$ cat src/rtl/imm_pkg.sv
// Shared types and opcode constants for the decode-stage immediate generator.
package imm_pkg;

    typedef enum logic [2:0] {
        IMM_NONE  = 3'd0,
        IMM_I     = 3'd1,
        IMM_SHAMT = 3'd2,
        IMM_S     = 3'd3,
        IMM_B     = 3'd4,
        IMM_U     = 3'd5,
        IMM_J     = 3'd6
    } imm_type_e;

    localparam logic [6:0] OP_IMM    = 7'b0010011;
    localparam logic [6:0] OP_LOAD   = 7'b0000011;
    localparam logic [6:0] OP_JALR   = 7'b1100111;
    localparam logic [6:0] OP_SYSTEM = 7'b1110011;
    localparam logic [6:0] OP_STORE  = 7'b0100011;
    localparam logic [6:0] OP_BRANCH = 7'b1100011;
    localparam logic [6:0] OP_LUI    = 7'b0110111;
    localparam logic [6:0] OP_AUIPC  = 7'b0010111;
    localparam logic [6:0] OP_JAL    = 7'b1101111;
    localparam logic [6:0] OP_REG    = 7'b0110011;

endpackage

$ cat src/rtl/imm_decode.sv
// Combinational immediate decoder: format chosen from the opcode, result sign-extended to XLEN.
module imm_decode
    import imm_pkg::*;
#(
    parameter int unsigned XLEN = 32
) (
    input  logic [31:0]     instr,
    output logic [XLEN-1:0] imm,
    output imm_type_e       imm_type,
    output logic            illegal
);

    // Every format is first built as a 32-bit signed value, then widened once below.
    logic [31:0] raw;

    // Opcode-driven format selection and field assembly.
    always_comb begin
        raw      = '0;
        imm_type = IMM_NONE;
        illegal  = 1'b0;
        case (instr[6:0])
            OP_IMM: begin
                if (instr[14:12] == 3'b001 || instr[14:12] == 3'b101) begin
                    imm_type = IMM_SHAMT;
                    // shamt is unsigned; RV64 uses one extra bit
                    if (XLEN == 64) raw = {26'd0, instr[25:20]};
                    else            raw = {27'd0, instr[24:20]};
                end else begin
                    imm_type = IMM_I;
                    raw      = {{20{instr[31]}}, instr[31:20]};
                end
            end
            OP_LOAD, OP_JALR, OP_SYSTEM: begin
                imm_type = IMM_I;
                raw      = {{20{instr[31]}}, instr[31:20]};
            end
            OP_STORE: begin
                imm_type = IMM_S;
                raw      = {{20{instr[31]}}, instr[31:25], instr[11:7]};
            end
            OP_BRANCH: begin
                imm_type = IMM_B;
                raw      = {{19{instr[31]}}, instr[31], instr[7], instr[30:25], instr[11:8], 1'b0};
            end
            OP_LUI, OP_AUIPC: begin
                imm_type = IMM_U;
                raw      = {instr[31:12], 12'd0};
            end
            OP_JAL: begin
                imm_type = IMM_J;
                raw      = {{11{instr[31]}}, instr[31], instr[19:12], instr[20], instr[30:21], 1'b0};
            end
            OP_REG: ;
            default: illegal = 1'b1;
        endcase
    end

    // Bit 31 of the 32-bit form fills the upper half on RV64.
    assign imm = XLEN'($signed(raw));

endmodule

$ cat src/rtl/imm_gen_stage.sv
// Registered immediate generator with a 2-entry skid buffer toward execute.
// Optional macro IMM_TARGET_EN adds out_target = in_pc + imm, registered with each entry.
module imm_gen_stage
    import imm_pkg::*;
#(
    parameter int unsigned XLEN  = 32,
    parameter int unsigned TAG_W = 5
) (
    input  logic             clk,
    input  logic             rst_n,
    input  logic             flush,
    input  logic             in_valid,
    output logic             in_ready,
    input  logic [31:0]      in_instr,
    input  logic [XLEN-1:0]  in_pc,
    input  logic [TAG_W-1:0] in_tag,
    output logic             out_valid,
    input  logic             out_ready,
    output logic [XLEN-1:0]  out_imm,
    output logic [2:0]       out_type,
    output logic             out_illegal,
    output logic [XLEN-1:0]  out_pc,
`ifdef IMM_TARGET_EN
    output logic [TAG_W-1:0] out_tag,
    output logic [XLEN-1:0]  out_target
`else
    output logic [TAG_W-1:0] out_tag
`endif
);

    typedef struct packed {
        logic [XLEN-1:0]  imm;
        imm_type_e        imm_type;
        logic             illegal;
        logic [XLEN-1:0]  pc;
        logic [TAG_W-1:0] tag;
`ifdef IMM_TARGET_EN
        logic [XLEN-1:0]  target;
`endif
    } entry_t;

    entry_t          new_entry, main_q, main_d, skid_q, skid_d;
    logic            main_valid_q, main_valid_d, skid_valid_q, skid_valid_d;
    logic            accept, consume;
    logic [XLEN-1:0] dec_imm;
    imm_type_e       dec_type;
    logic            dec_illegal;

    imm_decode #(
        .XLEN(XLEN)
    ) u_decode (
        .instr   (in_instr),
        .imm     (dec_imm),
        .imm_type(dec_type),
        .illegal (dec_illegal)
    );

    // Assemble the entry captured on accept.
    always_comb begin
        new_entry          = '0;
        new_entry.imm      = dec_imm;
        new_entry.imm_type = dec_type;
        new_entry.illegal  = dec_illegal;
        new_entry.pc       = in_pc;
        new_entry.tag      = in_tag;
`ifdef IMM_TARGET_EN
        // NONE entries carry imm=0, so the target degenerates to the PC.
        new_entry.target   = in_pc + dec_imm;
`endif
    end

    assign accept  = in_valid && !skid_valid_q;
    assign consume = main_valid_q && out_ready;

    // Skid-buffer next state; flush wins over everything, data loads only on accept/shift.
    always_comb begin
        main_d       = main_q;
        skid_d       = skid_q;
        main_valid_d = main_valid_q;
        skid_valid_d = skid_valid_q;
        if (flush) begin
            main_valid_d = 1'b0;
            skid_valid_d = 1'b0;
        end else if (consume) begin
            if (skid_valid_q) begin
                // accept is impossible here since in_ready is low
                main_d       = skid_q;
                skid_valid_d = 1'b0;
            end else if (accept) begin
                main_d = new_entry;
            end else begin
                main_valid_d = 1'b0;
            end
        end else if (accept) begin
            if (!main_valid_q) begin
                main_d       = new_entry;
                main_valid_d = 1'b1;
            end else begin
                skid_d       = new_entry;
                skid_valid_d = 1'b1;
            end
        end
    end

    // State registers with asynchronous clear.
    always_ff @(posedge clk or negedge rst_n) begin
        if (!rst_n) begin
            main_q       <= '0;
            skid_q       <= '0;
            main_valid_q <= 1'b0;
            skid_valid_q <= 1'b0;
        end else begin
            main_q       <= main_d;
            skid_q       <= skid_d;
            main_valid_q <= main_valid_d;
            skid_valid_q <= skid_valid_d;
        end
    end

    assign in_ready    = !skid_valid_q;
    assign out_valid   = main_valid_q;
    assign out_imm     = main_q.imm;
    assign out_type    = main_q.imm_type;
    assign out_illegal = main_q.illegal;
    assign out_pc      = main_q.pc;
    assign out_tag     = main_q.tag;
`ifdef IMM_TARGET_EN
    assign out_target  = main_q.target;
`endif

endmodule

$ cat config.mk
export PLATFORM = sky130hd
export DESIGN_NAME = imm_gen_stage
export DESIGN_NICKNAME = d
export VERILOG_FILES = /design/src/rtl/imm_pkg.sv /design/src/rtl/imm_decode.sv /design/src/rtl/imm_gen_stage.sv
export SDC_FILE = /design/constraint.sdc
export NUM_CORES = 1
export LEC_CHECK = 0
export BUFFER_PORTS_ARGS = -buffer_cell sky130_fd_sc_hd__buf_2
export CAP_MARGIN = 20
export CORE_ASPECT_RATIO = 0.9
export CORE_UTILIZATION = 25
export DETAILED_ROUTE_END_ITERATION = 7
export GPL_TIMING_DRIVEN = 0
export PLACE_DENSITY = 0.54
export SYNTH_ARGS = -nofsm -noshare
export SYNTH_HDL_FRONTEND = slang
export SYNTH_SLANG_ARGS = --single-unit
export TNS_END_PERCENT = 10
$ cat constraint.sdc
create_clock -name clk -period 3 [get_ports clk]
set_input_delay 0.6 -clock clk [delete_from_list [all_inputs] [get_ports clk]]
set_output_delay 0.6 -clock clk [all_outputs]
set_load 0.05 [all_outputs]
# After elaboration in Yosys (flattened, before gate mapping)
# Index checks and enable logic that the tools add are counted.
[totals]
reg_bits = 148
inputBits = 74
out_inout_bits = 75
wordCells = 63
[op_classes]
n_eq_ne = 15
n_mux = 19
n_bitwise = 2
reduce_logical = 15
[ops]
columns = ["operator", "count"]
rows = [
  ["$mux 73", 5],
  ["$pmux 32 s6", 1],
  ["$mux 32", 1],
  ["$eq 7x7->1 const B", 4],
  ["$eq 7x6->1 const B", 3],
  ["$pmux 3 s6", 1],
  ["$eq 7x5->1 const B", 2],
  ["$mux 1", 10],
  ["$reduce_or 10->1", 1],
  ["$reduce_and 4->1", 2],
  ["$eq 7x2->1 const B", 1],
  ["$ne 3x3->1 const B", 2],
  ["$reduce_bool 3->1", 2],
  ["$reduce_bool 2->1", 2],
  ["$eq 3x1->1 const B", 1],
  ["$eq 3x3->1 const B", 1],
  ["$reduce_and 3->1", 1],
  ["$reduce_or 3->1", 1],
  ["$logic_and 1x1->1", 2],
  ["$mux 2", 1],
  ["$ne 2x1->1 const B", 1],
  ["$not 1->1", 2],
  ["$reduce_and 2->1", 1],
  ["$reduce_or 2->1", 1],
  ["other kinds (2)", 2],
]

# Longest topological paths before layout
[depth]
depth_word = 7
mapped_depth = 8

# Modules after synthesis
# Synthesis repeated with hierarchy kept, for this count alone.
[unflattened]
cells_unflattened = 482
area_unflattened_um2 = 7050.5
[modules_own_cells]
columns = ["module", "n_inst", "cells_each", "area_per_inst_um2"]
rows = [
  ["imm_gen_stage", 1, 401, 6434.9],
  ["imm_decode", 1, 81, 615.6],
]

# Least setup slack after synthesis
# Ideal clock, no wire load.
[synth_timing]
kind = "reg2reg"
startpoint = "register main_valid_q (netlist: out_valid)"
endpoint = "register main_q, in the netlist out_imm[27]"
t_arrival_ns = 1.834
required_time_ns = 2.874
path_slack_ns = 1.040
path_stages_with_launch = 7
n_path_buf = 1
cell_sequence = "dfrtp_1 nand2_1 a211o_4 buf_6 or3_1 o21ai_0 a21oi_2"
[synth_via]
elab_chain_len = 3
word_cells_on_any_way = 5
[synth_lines]
columns = ["element", "line", "rtl"]
rows = [
  ["from (decl)", "imm_gen_stage.sv:43", "logic main_valid_q, main_valid_d, skid_valid_q, skid_valid_d;"],
  ["from (signal assigned)", "imm_gen_stage.sv:115", "main_valid_q <= main_valid_d;"],
  ["$logic_and 1x1->1", "imm_gen_stage.sv:73", "assign consume = main_valid_q && out_ready;"],
  ["$ne 2x1->1 (no source line) / $reduce_bool 2->1 (equally long branches)", "--", ""],
  ["$reduce_and 4->1 (no source line)", "--", ""],
  ["to (signal assigned)", "imm_gen_stage.sv:113", "main_q <= main_d;"],
  ["to (decl)", "imm_gen_stage.sv:42", "entry_t new_entry, main_q, main_d, skid_q, skid_d;"],
]
# Several ways; a longest one is shown, not always the timed one.
# A chain may end at the register's enable or synchronous reset.

# Worst setup path in the final report
[layout_timing]
startpoint = "register main_valid_q (netlist: out_valid)"
endpoint = "register main_q, in the netlist out_type[0]"
# Same word-level chain as after synthesis.

==> run summary <==
- **All-Layer GR Usage** 15.5%
- **top area cells in the synthesized netlist** sky130_fd_sc_hd__dfrtp_1 53%, sky130_fd_sc_hd__nand2_1 12%, sky130_fd_sc_hd__a31oi_1 4.2%
- **result of the run** completed
- **part of the Yosys area used for sequential elements** 53.4%
- **horizontal die dimension** 178 um
- **Antenna Cells** 0
- **nature of the critical path startpoint** flip-flop
- **count of yosys warnings during synthesis** 0
- **remaining routing DRC violations** 0
- **dominant cell type by area after synthesis** sky130_fd_sc_hd__dfrtp_1
- **clock slew at the register clock pins of the worst setup and hold paths** 0.07 ns
- **final non-filler cell area** 8730 sq um
- **via count of the first global-routing pass** 5,801
- **clk sink count** 148
- **Gate Count Post-Synth** 760
- **Final Hold Violating Endpoints** 0
- **top_reg_cell synth** sky130_fd_sc_hd__dfrtp_1
- **count of input and output buffers** 147
- **Tightest Pin Transition** 0.754 ns
- **RSZ-0062 raised after global routing** no
- **count of flip-flops with a built-in enable after synthesis** 0
- **overall power** 6.26 mW
- **initial antenna violation count** 2
- **top achievable clock speed** 456 MHz
- **final number of max-transition violations** 0
- **Vias** 5,986
- **Top-Level Pins** 149
- **Fin Clk Skew** 0.0151 ns
- **wire length of the first global-routing pass** 33,500 um
- **via count normalized by instance count** 4.63
- **classification of the worst-slack hold path** input pin to asynchronous set/reset pin
- **type of the worst setup path** flip-flop to flip-flop
- **number of inserted filler cells in the final layout** 2,945
- **num rows** 57
- **Post-synth ARST share** 100%
- **Peak supply drop** 0.400 mV
- **sum of net half-perimeters after detailed placement** 15,200 um
- **setup TNS** 0 ns
- **H-Tree Level Count** 4
- **placed inst area** 8150 sq um
- **clock tree from TritonCTS** done
- **Core Box Area** 27,100 sq um
- **library cell used as clock root buffer** sky130_fd_sc_hd__clkbuf_16
- **Net Count, Synth** 834
- **die area** 28,400 sq um
- **flops & latches, synth** 148
- **synthesized area** 6930 sq um
- **Remaining Overflow, GRT** 0
- **fraction of final layout cells sized beyond drive strength 1** 28.3%
- **Avg Synthesized Cell Area** 9.12 sq um
- **relative slew slack** 49.8%
- **total number of nets in the final design** 1,001
- **final estimated routing congestion in global placement** 0.809
- **Clock Tree Buf Depth** 2
- **fraction of synthesized cell area taken by the top area cell type** 53.4%
- **mean routed wirelength per cell** 16.6 um
- **arrival time of the worst setup path** 2.55 ns
- **number of gates resized after CTS** 0
- **leakage power** 4.06 nW
- **insertion delay to the later sink of the worst-skew pair** 0.43 ns
- **final clock period utilization by the worst path** 73.2%
- **power per cell area** 717 nW/um^2
- **drt initial violations** 352
- **die height** 160 um
- **total setup violations reported at the end of the flow** 0
- **Hold-fix buffers, CTS** 0
- **effective utilization at floorplan** 25.6%
- **number of setup buffers added after CTS** 0
- **Crit. End Element** flip-flop
- **total CTS buffers** 17
- **area growth from synthesis to final layout** 25.9%
- **pin count of the biggest net entering global routing** 79
- **maxcap violations** 0
- **time the worst path needs with I/O delays and setup** 2.19 ns
- **critical path fanouts, max** 10
- **Routed Antenna Nets** 0
- **count of distinct cell types in the synthesized netlist** 59
- **length of the first detailed-routing pass in iterations** 4
- **R2R Setup Slk** 0.81 ns
- **required time of the critical path** 3.35 ns
- **routed wire length** 21,500 um
## flip-flops by register name, summed over array words and instances, names as in the netlist
name and count:
out_type 3, skid_valid_q 1, out_pc 32, out_tag 5
out_valid 1, skid_q 73, out_illegal 1, out_imm 32
## metal layers
layer | vias to the layer above | share of wire [%] | GRT usage [%]
met4 | 4 | 1.3 | 4.43
met2 | 149 | 44 | 23.0
met1 | 2882 | 49 | 22.3
met5 | - | 0.13 | 0
li1 | 2932 | - | -
met3 | 19 | 5.1 | 3.71
## cells in the mapped netlist, types with 2 or more instances
| master | count |
|---|---|
| sky130_fd_sc_hd__nand2_1 | 227 |
| sky130_fd_sc_hd__dfrtp_1 | 148 |
| sky130_fd_sc_hd__nor2_1 | 76 |
| sky130_fd_sc_hd__a31oi_1 | 46 |
| sky130_fd_sc_hd__a21oi_1 | 33 |
| sky130_fd_sc_hd__o21ai_0 | 30 |
| sky130_fd_sc_hd__buf_2 | 29 |
| sky130_fd_sc_hd__or3_1 | 20 |
| sky130_fd_sc_hd__clkbuf_1 | 15 |
| sky130_fd_sc_hd__a21oi_2 | 11 |
| sky130_fd_sc_hd__inv_1 | 11 |
| sky130_fd_sc_hd__a31oi_2 | 10 |
| sky130_fd_sc_hd__and3_1 | 10 |
| sky130_fd_sc_hd__a22o_1 | 8 |
| sky130_fd_sc_hd__o22ai_1 | 8 |
| sky130_fd_sc_hd__o21ai_1 | 7 |
| sky130_fd_sc_hd__o31ai_2 | 7 |
| sky130_fd_sc_hd__buf_6 | 6 |
| sky130_fd_sc_hd__a221o_1 | 4 |
| sky130_fd_sc_hd__nor3_1 | 4 |
| sky130_fd_sc_hd__nand2_2 | 3 |
| sky130_fd_sc_hd__nand3_1 | 3 |
| sky130_fd_sc_hd__and2_1 | 2 |
| sky130_fd_sc_hd__buf_1 | 2 |
| sky130_fd_sc_hd__nand2_4 | 2 |
| sky130_fd_sc_hd__nand2b_1 | 2 |
| sky130_fd_sc_hd__nand4_1 | 2 |
| sky130_fd_sc_hd__nor2b_1 | 2 |
| sky130_fd_sc_hd__nor3b_1 | 2 |
## critical path, cell delays in order, from the launching register on
cell and delay (ns):
sky130_fd_sc_hd__dfrtp_1 0.46, sky130_fd_sc_hd__nand3_1 0.35, sky130_fd_sc_hd__clkbuf_1 0.49, sky130_fd_sc_hd__clkbuf_1 0.51
sky130_fd_sc_hd__nand4_1 0.15, sky130_fd_sc_hd__a21oi_1 0.16
## final cells by class
class | instances | area, sq um | area share (%)
flip-flops and latches | 148 | 3700 | 42.4
multi-input cells | 547 | 2900 | 33.2
repair buffers | 148 | 773 | 8.86
well taps | 354 | 443 | 5.08
clock buffers | 17 | 425 | 4.88
plain buffers | 53 | 284 | 3.25
clock inverters | 15 | 154 | 1.76
inverters | 12 | 45.0 | 0.516
## final timing paths
path                                endpoint        from  cells after the start
worst max-delay path             out_type[0]   out_valid                      5
worst min register to register    skid_q[39]  skid_q[39]                      2
worst min-delay path            skid_valid_q       rst_n                      1
worst max register to register   out_type[0]   out_valid                      5
min in group clk                  skid_q[21]   in_pc[16]                      3
max in group asynchronous         skid_q[12]       rst_n                      2
## kinds of logic after synthesis
group / Yosys count / synth area share [%]
flops: 148 / 53.4
simple gates: 367 / 23.1
buf+inv: 65 / 4.75
xor+xnor: 2 / 0.253
compound gates: 178 / 18.5
## report_power, final
part | total [mW] | switching, mW | internal (mW)
Combinational | 1.55 | 1.13 | 0.421
Sequential | 2.57 | 0.198 | 2.38
Clock | 2.14 | 1.02 | 1.12
Total | 6.26 | 2.34 | 3.92
## metrics by stage
step	hold WS, ns	utilization [%]	setup WS, ns	std cells
4_1_cts	0.155	32.2	0.744	1294
3_5_place_dp	0.462	30.1	0.527	1262
5_1_grt	0.164	32.2	0.585	1294
2_1_floorplan	0.304	-	1.04	760
3_3_place_gp	0.452	29.9	-1.09	1261
6_report	0.133	32.2	0.805	1294
## cells in the final DEF (no fill, tap or decap), types with 15 or more instances in the layout
| cell | count |
|---|---|
| sky130_fd_sc_hd__a21oi_1 | 33 |
| sky130_fd_sc_hd__a31oi_1 | 46 |
| sky130_fd_sc_hd__buf_2 | 175 |
| sky130_fd_sc_hd__clkbuf_1 | 15 |
| sky130_fd_sc_hd__clkbuf_16 | 17 |
| sky130_fd_sc_hd__dfrtp_1 | 148 |
| sky130_fd_sc_hd__nand2_1 | 227 |
| sky130_fd_sc_hd__nor2_1 | 76 |
| sky130_fd_sc_hd__o21ai_0 | 30 |
| sky130_fd_sc_hd__or3_1 | 20 |
Power figures use the tool's default switching activity.
